===== src/rtl/st7735_pkg.sv =====
// Shared definitions for the ST7735 SPI sink: command codes, the queued item
// type and the shift FSM state encoding.
package st7735_pkg;

  localparam logic [7:0] SWRESET = 8'h01;
  localparam logic [7:0] SLPOUT  = 8'h11;
  localparam logic [7:0] CASET   = 8'h2A;
  localparam logic [7:0] RASET   = 8'h2B;
  localparam logic [7:0] RAMWR   = 8'h2C;
  localparam logic [7:0] MADCTL  = 8'h36;
  localparam logic [7:0] COLMOD  = 8'h3A;

  typedef struct packed {
    logic       dc;
    logic [7:0] b;
  } st7735_item_t;

  typedef enum logic {
    ST_IDLE,
    ST_SHIFT
  } sink_state_t;

  function automatic logic [7:0] sat_inc8(input logic [7:0] v);
    return (v == 8'hFF) ? v : v + 8'd1;
  endfunction

endpackage


===== src/rtl/sync_fifo.sv =====
// Single-clock FIFO of generic items with full/empty flags. The head is
// presented only while non-empty (zero otherwise); a push into a full FIFO is
// accepted only when a pop happens on the same cycle.
module sync_fifo
  import st7735_pkg::*;
#(
  parameter int  DEPTH = 16,
  parameter type T     = st7735_item_t
) (
  input  logic i_clk,
  input  logic i_rst_n,
  input  logic i_push,
  input  T     i_data,
  input  logic i_pop,
  output T     o_data,
  output logic o_full,
  output logic o_empty
);

  localparam int AW = $clog2(DEPTH);

  T            r_mem [DEPTH];
  logic [AW:0] r_wr_ptr;
  logic [AW:0] r_rd_ptr;
  logic        w_pop_ok;
  logic        w_push_ok;

  assign o_empty   = (r_wr_ptr == r_rd_ptr);
  assign o_full    = (r_wr_ptr[AW-1:0] == r_rd_ptr[AW-1:0]) &&
                     (r_wr_ptr[AW] != r_rd_ptr[AW]);
  assign w_pop_ok  = i_pop & ~o_empty;
  assign w_push_ok = i_push & (~o_full | w_pop_ok);

  always_ff @(posedge i_clk) begin
    if (w_push_ok) begin
      r_mem[r_wr_ptr[AW-1:0]] <= i_data;
    end
  end

  always_ff @(posedge i_clk or negedge i_rst_n) begin
    if (!i_rst_n) begin
      r_wr_ptr <= '0;
      r_rd_ptr <= '0;
    end else begin
      if (w_push_ok) r_wr_ptr <= r_wr_ptr + 1'b1;
      if (w_pop_ok)  r_rd_ptr <= r_rd_ptr + 1'b1;
    end
  end

  assign o_data = o_empty ? T'('0) : r_mem[r_rd_ptr[AW-1:0]];

endmodule


===== src/rtl/st7735_spi_sink.sv =====
// Write-only SPI mode-0 receiver modelling the ST7735 side of the display link:
// oversampled inputs, byte reassembly, DC-tagged FIFO and command context.
module st7735_spi_sink
  import st7735_pkg::*;
#(
  parameter int FIFO_DEPTH  = 16,
  parameter int PIX_W       = 16,
  parameter int SYNC_STAGES = 2
) (
  input  logic             i_clk,
  input  logic             i_rst_n,
  input  logic             i_sclk,
  input  logic             i_copi,
  input  logic             i_tft_cs,
  input  logic             i_tft_dc,
  output logic             o_rx_valid,
  input  logic             i_rx_ready,
  output logic [7:0]       o_rx_byte,
  output logic             o_rx_dc,
  output logic [7:0]       o_last_cmd,
  output logic [7:0]       o_param_cnt,
  output logic [PIX_W-1:0] o_pixel_cnt,
  output logic             o_partial_err,
  output logic             o_overflow
);

  logic [SYNC_STAGES-1:0] r_sclk_sync;
  logic [SYNC_STAGES-1:0] r_copi_sync;
  logic [SYNC_STAGES-1:0] r_cs_sync;
  logic [SYNC_STAGES-1:0] r_dc_sync;
  logic                   r_sclk_prev;
  logic                   r_sclk_rise;

  logic w_sclk_s;
  logic w_copi_s;
  logic w_cs_s;
  logic w_dc_s;

  sink_state_t  r_state;
  sink_state_t  w_state_next;
  logic [2:0]   r_bit_cnt;
  logic [2:0]   w_bit_cnt_next;
  logic [7:0]   r_shreg;
  logic [7:0]   w_shreg_next;
  logic         w_push;
  logic         w_partial;
  st7735_item_t w_push_item;

  logic [7:0]       r_last_cmd;
  logic [7:0]       r_param_cnt;
  logic [PIX_W-1:0] r_pixel_cnt;
  logic             r_phase;
  logic             r_partial_err;
  logic             r_overflow;

  st7735_item_t w_head;
  logic         w_full;
  logic         w_empty;

  assign w_sclk_s = r_sclk_sync[SYNC_STAGES-1];
  assign w_copi_s = r_copi_sync[SYNC_STAGES-1];
  assign w_cs_s   = r_cs_sync[SYNC_STAGES-1];
  assign w_dc_s   = r_dc_sync[SYNC_STAGES-1];

  // Chip select resets high so a reset never looks like a transfer start.
  always_ff @(posedge i_clk or negedge i_rst_n) begin
    if (!i_rst_n) begin
      r_sclk_sync <= '0;
      r_copi_sync <= '0;
      r_cs_sync   <= '1;
      r_dc_sync   <= '0;
      r_sclk_prev <= 1'b0;
      r_sclk_rise <= 1'b0;
    end else begin
      r_sclk_sync <= {r_sclk_sync[SYNC_STAGES-2:0], i_sclk};
      r_copi_sync <= {r_copi_sync[SYNC_STAGES-2:0], i_copi};
      r_cs_sync   <= {r_cs_sync[SYNC_STAGES-2:0], i_tft_cs};
      r_dc_sync   <= {r_dc_sync[SYNC_STAGES-2:0], i_tft_dc};
      r_sclk_prev <= w_sclk_s;
      r_sclk_rise <= w_sclk_s & ~r_sclk_prev;
    end
  end

  always_ff @(posedge i_clk or negedge i_rst_n) begin
    if (!i_rst_n) begin
      r_state       <= ST_IDLE;
      r_bit_cnt     <= '0;
      r_shreg       <= '0;
      r_partial_err <= 1'b0;
    end else begin
      r_state       <= w_state_next;
      r_bit_cnt     <= w_bit_cnt_next;
      r_shreg       <= w_shreg_next;
      r_partial_err <= w_partial;
    end
  end

  always_comb begin
    w_state_next   = r_state;
    w_bit_cnt_next = r_bit_cnt;
    w_shreg_next   = r_shreg;
    w_push         = 1'b0;
    w_partial      = 1'b0;
    w_push_item    = '0;
    w_push_item.dc = w_dc_s;
    w_push_item.b  = {r_shreg[6:0], w_copi_s};
    case (r_state)
      ST_IDLE: begin
        if (!w_cs_s) begin
          w_state_next   = ST_SHIFT;
          w_bit_cnt_next = '0;
        end
      end
      ST_SHIFT: begin
        // Deselect takes priority: a rise coinciding with cs high is ignored.
        if (w_cs_s) begin
          w_state_next   = ST_IDLE;
          w_partial      = (r_bit_cnt != 3'd0);
          w_bit_cnt_next = '0;
        end else if (r_sclk_rise) begin
          w_shreg_next   = {r_shreg[6:0], w_copi_s};
          w_bit_cnt_next = r_bit_cnt + 3'd1;
          w_push         = (r_bit_cnt == 3'd7);
        end
      end
      default: w_state_next = ST_IDLE;
    endcase
  end

  // Context follows every received byte, even one the FIFO has to drop.
  always_ff @(posedge i_clk or negedge i_rst_n) begin
    if (!i_rst_n) begin
      r_last_cmd  <= '0;
      r_param_cnt <= '0;
      r_pixel_cnt <= '0;
      r_phase     <= 1'b0;
      r_overflow  <= 1'b0;
    end else begin
      if (w_push) begin
        if (!w_push_item.dc) begin
          r_last_cmd  <= w_push_item.b;
          r_param_cnt <= '0;
          r_phase     <= 1'b0;
          if (w_push_item.b == RAMWR) r_pixel_cnt <= '0;
        end else begin
          r_param_cnt <= sat_inc8(r_param_cnt);
          if (r_last_cmd == RAMWR) begin
            r_phase <= ~r_phase;
            if (r_phase) r_pixel_cnt <= r_pixel_cnt + PIX_W'(1);
          end
        end
      end
      if (w_push && w_full && !i_rx_ready) r_overflow <= 1'b1;
    end
  end

  sync_fifo #(
    .DEPTH (FIFO_DEPTH),
    .T     (st7735_item_t)
  ) u_fifo (
    .i_clk   (i_clk),
    .i_rst_n (i_rst_n),
    .i_push  (w_push),
    .i_data  (w_push_item),
    .i_pop   (i_rx_ready),
    .o_data  (w_head),
    .o_full  (w_full),
    .o_empty (w_empty)
  );

  assign o_rx_valid    = ~w_empty;
  assign o_rx_byte     = w_head.b;
  assign o_rx_dc       = w_head.dc;
  assign o_last_cmd    = r_last_cmd;
  assign o_param_cnt   = r_param_cnt;
  assign o_pixel_cnt   = r_pixel_cnt;
  assign o_partial_err = r_partial_err;
  assign o_overflow    = r_overflow;

endmodule

===== config.mk =====
export PLATFORM = sky130hd
export DESIGN_NAME = st7735_spi_sink
export DESIGN_NICKNAME = d
export VERILOG_FILES = /design/src/rtl/st7735_pkg.sv /design/src/rtl/sync_fifo.sv /design/src/rtl/st7735_spi_sink.sv
export SDC_FILE = /design/constraint.sdc
export NUM_CORES = 1
export LEC_CHECK = 0
export BUFFER_PORTS_ARGS = -buffer_cell sky130_fd_sc_hd__buf_2
export CORE_MARGIN = 2
export CORE_UTILIZATION = 40
export DETAILED_ROUTE_END_ITERATION = 8
export PLACE_DENSITY_LB_ADDON = 0.25
export SLEW_MARGIN = 15
export SYNTH_ARGS = -nofsm -noshare
export SYNTH_HDL_FRONTEND = slang
export SYNTH_SLANG_ARGS = --single-unit

===== constraint.sdc =====
create_clock -name i_clk -period 2.45 [get_ports i_clk]
set_clock_uncertainty 0.2 [all_clocks]
set_input_delay 0 -clock i_clk [delete_from_list [all_inputs] [get_ports i_clk]]
set_output_delay 0 -clock i_clk [all_outputs]
set_load 0.03 [all_outputs]

==> run summary <==
Status = complete, but fails checks
Failing checks = setup timing
Worst-path cell chain = buf_12 > buf_16 > buf_12 > mux4_2 > a22oi_2 > a21oi_2 > buf_4
Core Box Area = 21000 um^2
Area Growth Syn to Fin = 28.0%
Proportion of layout cells with a drive suffix above 1 = 38.7%
PortBufs = 50
Period utilisation layout = 102%
CP Depth = 7
CP delay by family, top = buffers and inverters
Syn Nets = 531
Final non-filler cell area = 10900 um^2
All-Layer GR Usage = 18.1%
Worst setup margin = -0.0424 ns
Setup violations, final = 8
Actual slew at the worst max-slew pin = 0.668 ns
Routed WL per cell = 21.4 um
Gpl congestion = 0.815
Via density per instance = 5.34
CTS tree = done
Max Used Layer = met4
PwrDens = 1010 nW/um^2
Peak fanout along the critical path = 8
Drc violations = 0
Unrepaired setup endpoints after global routing = yes
Post-DP HPWL = 12000 um
Seq/Total Area, Yosys = 70.1%
Vias in the first global route = 5205
Post-synth ARST share = 31.4%
DRT iter0 DRCs = 288
Num CTS Buffers = 23
Total Nets Final = 664
Clk_lat worst skew = 0.53 ns
Worst-path clk slew = 0.06 ns
Register bit total from synthesis = 210
WL met1 = 8860 um
Max VDD drop = 577 uV
Cell Area, Placed = 9490 um^2
Syn. warnings = 0
Vias = 5001
Lkg Pwr = 4.22 nW
Top_reg_cell synth = edfxtp_1
Synthesized area = 8520 um^2
Final ANT Viol Nets = 0
Die X = 150 um
Critical path arrival = 2.29 ns
Total power = 0.0110 W
Relative slew slack = 55.2%
Routed wl met2 = 9900 um
EDFF count, synth = 144
Final Hold Viols = 0
Post-synth cell types = 44
Worst setup path endpoint = o_rx_byte[5]
Number of core rows = 53
Wire length of the first global-routing pass = 30600 um
Synth Instances = 514
CTS H-Tree Depth = 1
Largest net degree at the start of global routing = 40
Initial Utilization = 40.7%
Most frequent cell after synthesis = edfxtp_1
Mean Syn Cell Area = 16.6 um^2
Min Clock Period, post-route = 2.49 ns
R2R Setup Slk = 0.12 ns
I/O pin total = 51
Clk root buf = clkbuf_16
Pre-antenna DRT Iters = 4
Max Clk Rate = 0.401 GHz
Synth area leader = edfxtp_1
Final Slew Violations = 0
Post-synth top cells = edfxtp_1, dfrtp_1, mux4_2, nand2_1, xnor2_1
Worst setup SP type = flop
Fillers = 1755
Crit path from = u_fifo.r_rd_ptr[0]
Critical R2R Launch = r_bit_cnt[1]
CP bufs+invs = 4
Top-area cell type share of the netlist area = 50.7%
Top cell by count, worst path = buf_12
Initial antenna violation count = 0
Slowest CP cell = mux4_2
Grt ovf = 0
Max incr delay on CP = 0.50 ns
Final wirelength = 20000 um
WHS = 0.0728 ns
Reg2reg end = o_pixel_cnt[12]
Die height = 150 um
Register-to-Register Path Depth = 7
Worst EP required = 2.25 ns
CP endpoint kind = output pin
Worst hold path class = in -> reg
Critical path type = reg -> out
Max Buffers Root-to-Sink = 3
Setup Total Neg Slack = -0.211 ns
Clock sink count = 210
Diodes inserted = 0
Synth top area cells = edfxtp_1, dfrtp_1, mux4_2
Die ar. = 22500 um^2
Wire length on met3 = 894 um
Number of max-cap violations = 0
==> final cells by class <==
| type | count | area, um^2 | share of cell area, % |
|---|---|---|---|
| Sequential cell | 210 | 5980 | 54.8 |
| Clock inverter | 9 | 114 | 1.04 |
| Timing Repair Buffer | 132 | 1200 | 11.0 |
| Tap cell | 275 | 344 | 3.15 |
| Clock buffer | 31 | 647 | 5.93 |
| Multi-Input combinational cell | 265 | 2570 | 23.5 |
| Inverter | 15 | 56.3 | 0.516 |
==> power breakdown <==
group	total, W	internal (W)	leakage [nW]	switching (W)
registers	0.00410	0.00401	2.19	0.0000908
logic	0.00348	0.00166	1.65	0.00182
clock network	0.00345	0.00207	0.370	0.00138
total	0.0110	0.00775	4.22	0.00328
==> worst min-delay path by stage <==
stage | slack (ns) | to | cells after the start | start
2_1_floorplan | -0.50 | o_last_cmd[0] | 0 | i_rst_n
3_3_place_gp | -0.18 | o_pixel_cnt[10] | 1 | i_rst_n
3_5_place_dp | -0.17 | o_pixel_cnt[8] | 1 | i_rst_n
4_1_cts | 0.07 | o_overflow | 3 | i_rx_ready
5_1_grt | 0.1 | o_overflow | 3 | i_rx_ready
6_report | 0.07 | o_overflow | 3 | i_rx_ready
==> what timing repair did <==
action,CTS,global route
setup endpoints to repair,9,17
gates cloned,3,2
hold buffers,12,0
buffers inserted,12,7
hold endpoints to repair,76,0
gates resized for setup,44,33
pin swaps,12,16
==> kinds of logic (layout without fill, tap and decap cells) <==
kind of cell | Yosys count | count (layout) | synth area share, %
mux | 55 | 55 | 12.0
compound gates | 55 | 55 | 4.14
flops | 210 | 210 | 70.1
simple gates | 119 | 119 | 7.84
fa+ha+maj | 10 | 10 | 1.47
buf+inv | 39 | 187 | 1.76
xor+xnor | 26 | 26 | 2.67
==> layer usage <==
metal	up-vias	track usage [%]
li1	2244	-
met1	2600	24.6
met2	127	30.4
met3	30	3.41
met4	0	3.87
met5	-	0
==> worst min-delay path: cells and delay by family <==
kind                   cells  cell delay [ns]
AOI/OAI and AO/OA          1             0.08
buffers and inverters      2             0.67
==> stage by stage <==
stage                     instances  util [%]  setup WS (ns)
after detailed placement        863      45.3        0.00981
after global routing            937      52.1         -0.130
after floorplan                 514         -         0.0794
after global placement          863      45.3         0.0725
after CTS                       930      51.4        -0.0808
final                           937      52.1        -0.0424
==> cell usage in the layout, fill, tap and decap left out, types with 14 or more instances in the layout <==
cell and instances:
xnor2_1 20, buf_4 49, dfrtp_1 63, clkbuf_16 25
and3_1 19, inv_1 14, nand2_1 20, a22oi_2 17
edfxtp_1 144, buf_2 41, nand3_1 14, mux2_2 17
mux4_2 36, nor2_1 18, buf_6 14
==> flip-flops by register name, summed over array words and instances, names as in the netlist <==
| name | cells |
|---|---|
| r_sclk_sync | 2 |
| r_copi_sync | 2 |
| r_sclk_prev | 1 |
| r_bit_cnt | 3 |
| r_shreg | 7 |
| o_overflow | 1 |
| o_param_cnt | 8 |
| o_pixel_cnt | 16 |
| r_dc_sync | 2 |
| o_last_cmd | 8 |
| r_cs_sync | 2 |
| u_fifo.r_wr_ptr | 5 |
| u_fifo.r_mem | 144 |
| r_state | 1 |
| o_partial_err | 1 |
| r_phase | 1 |
| r_sclk_rise | 1 |
| u_fifo.r_rd_ptr | 5 |
Power figures use the tool's default switching activity.
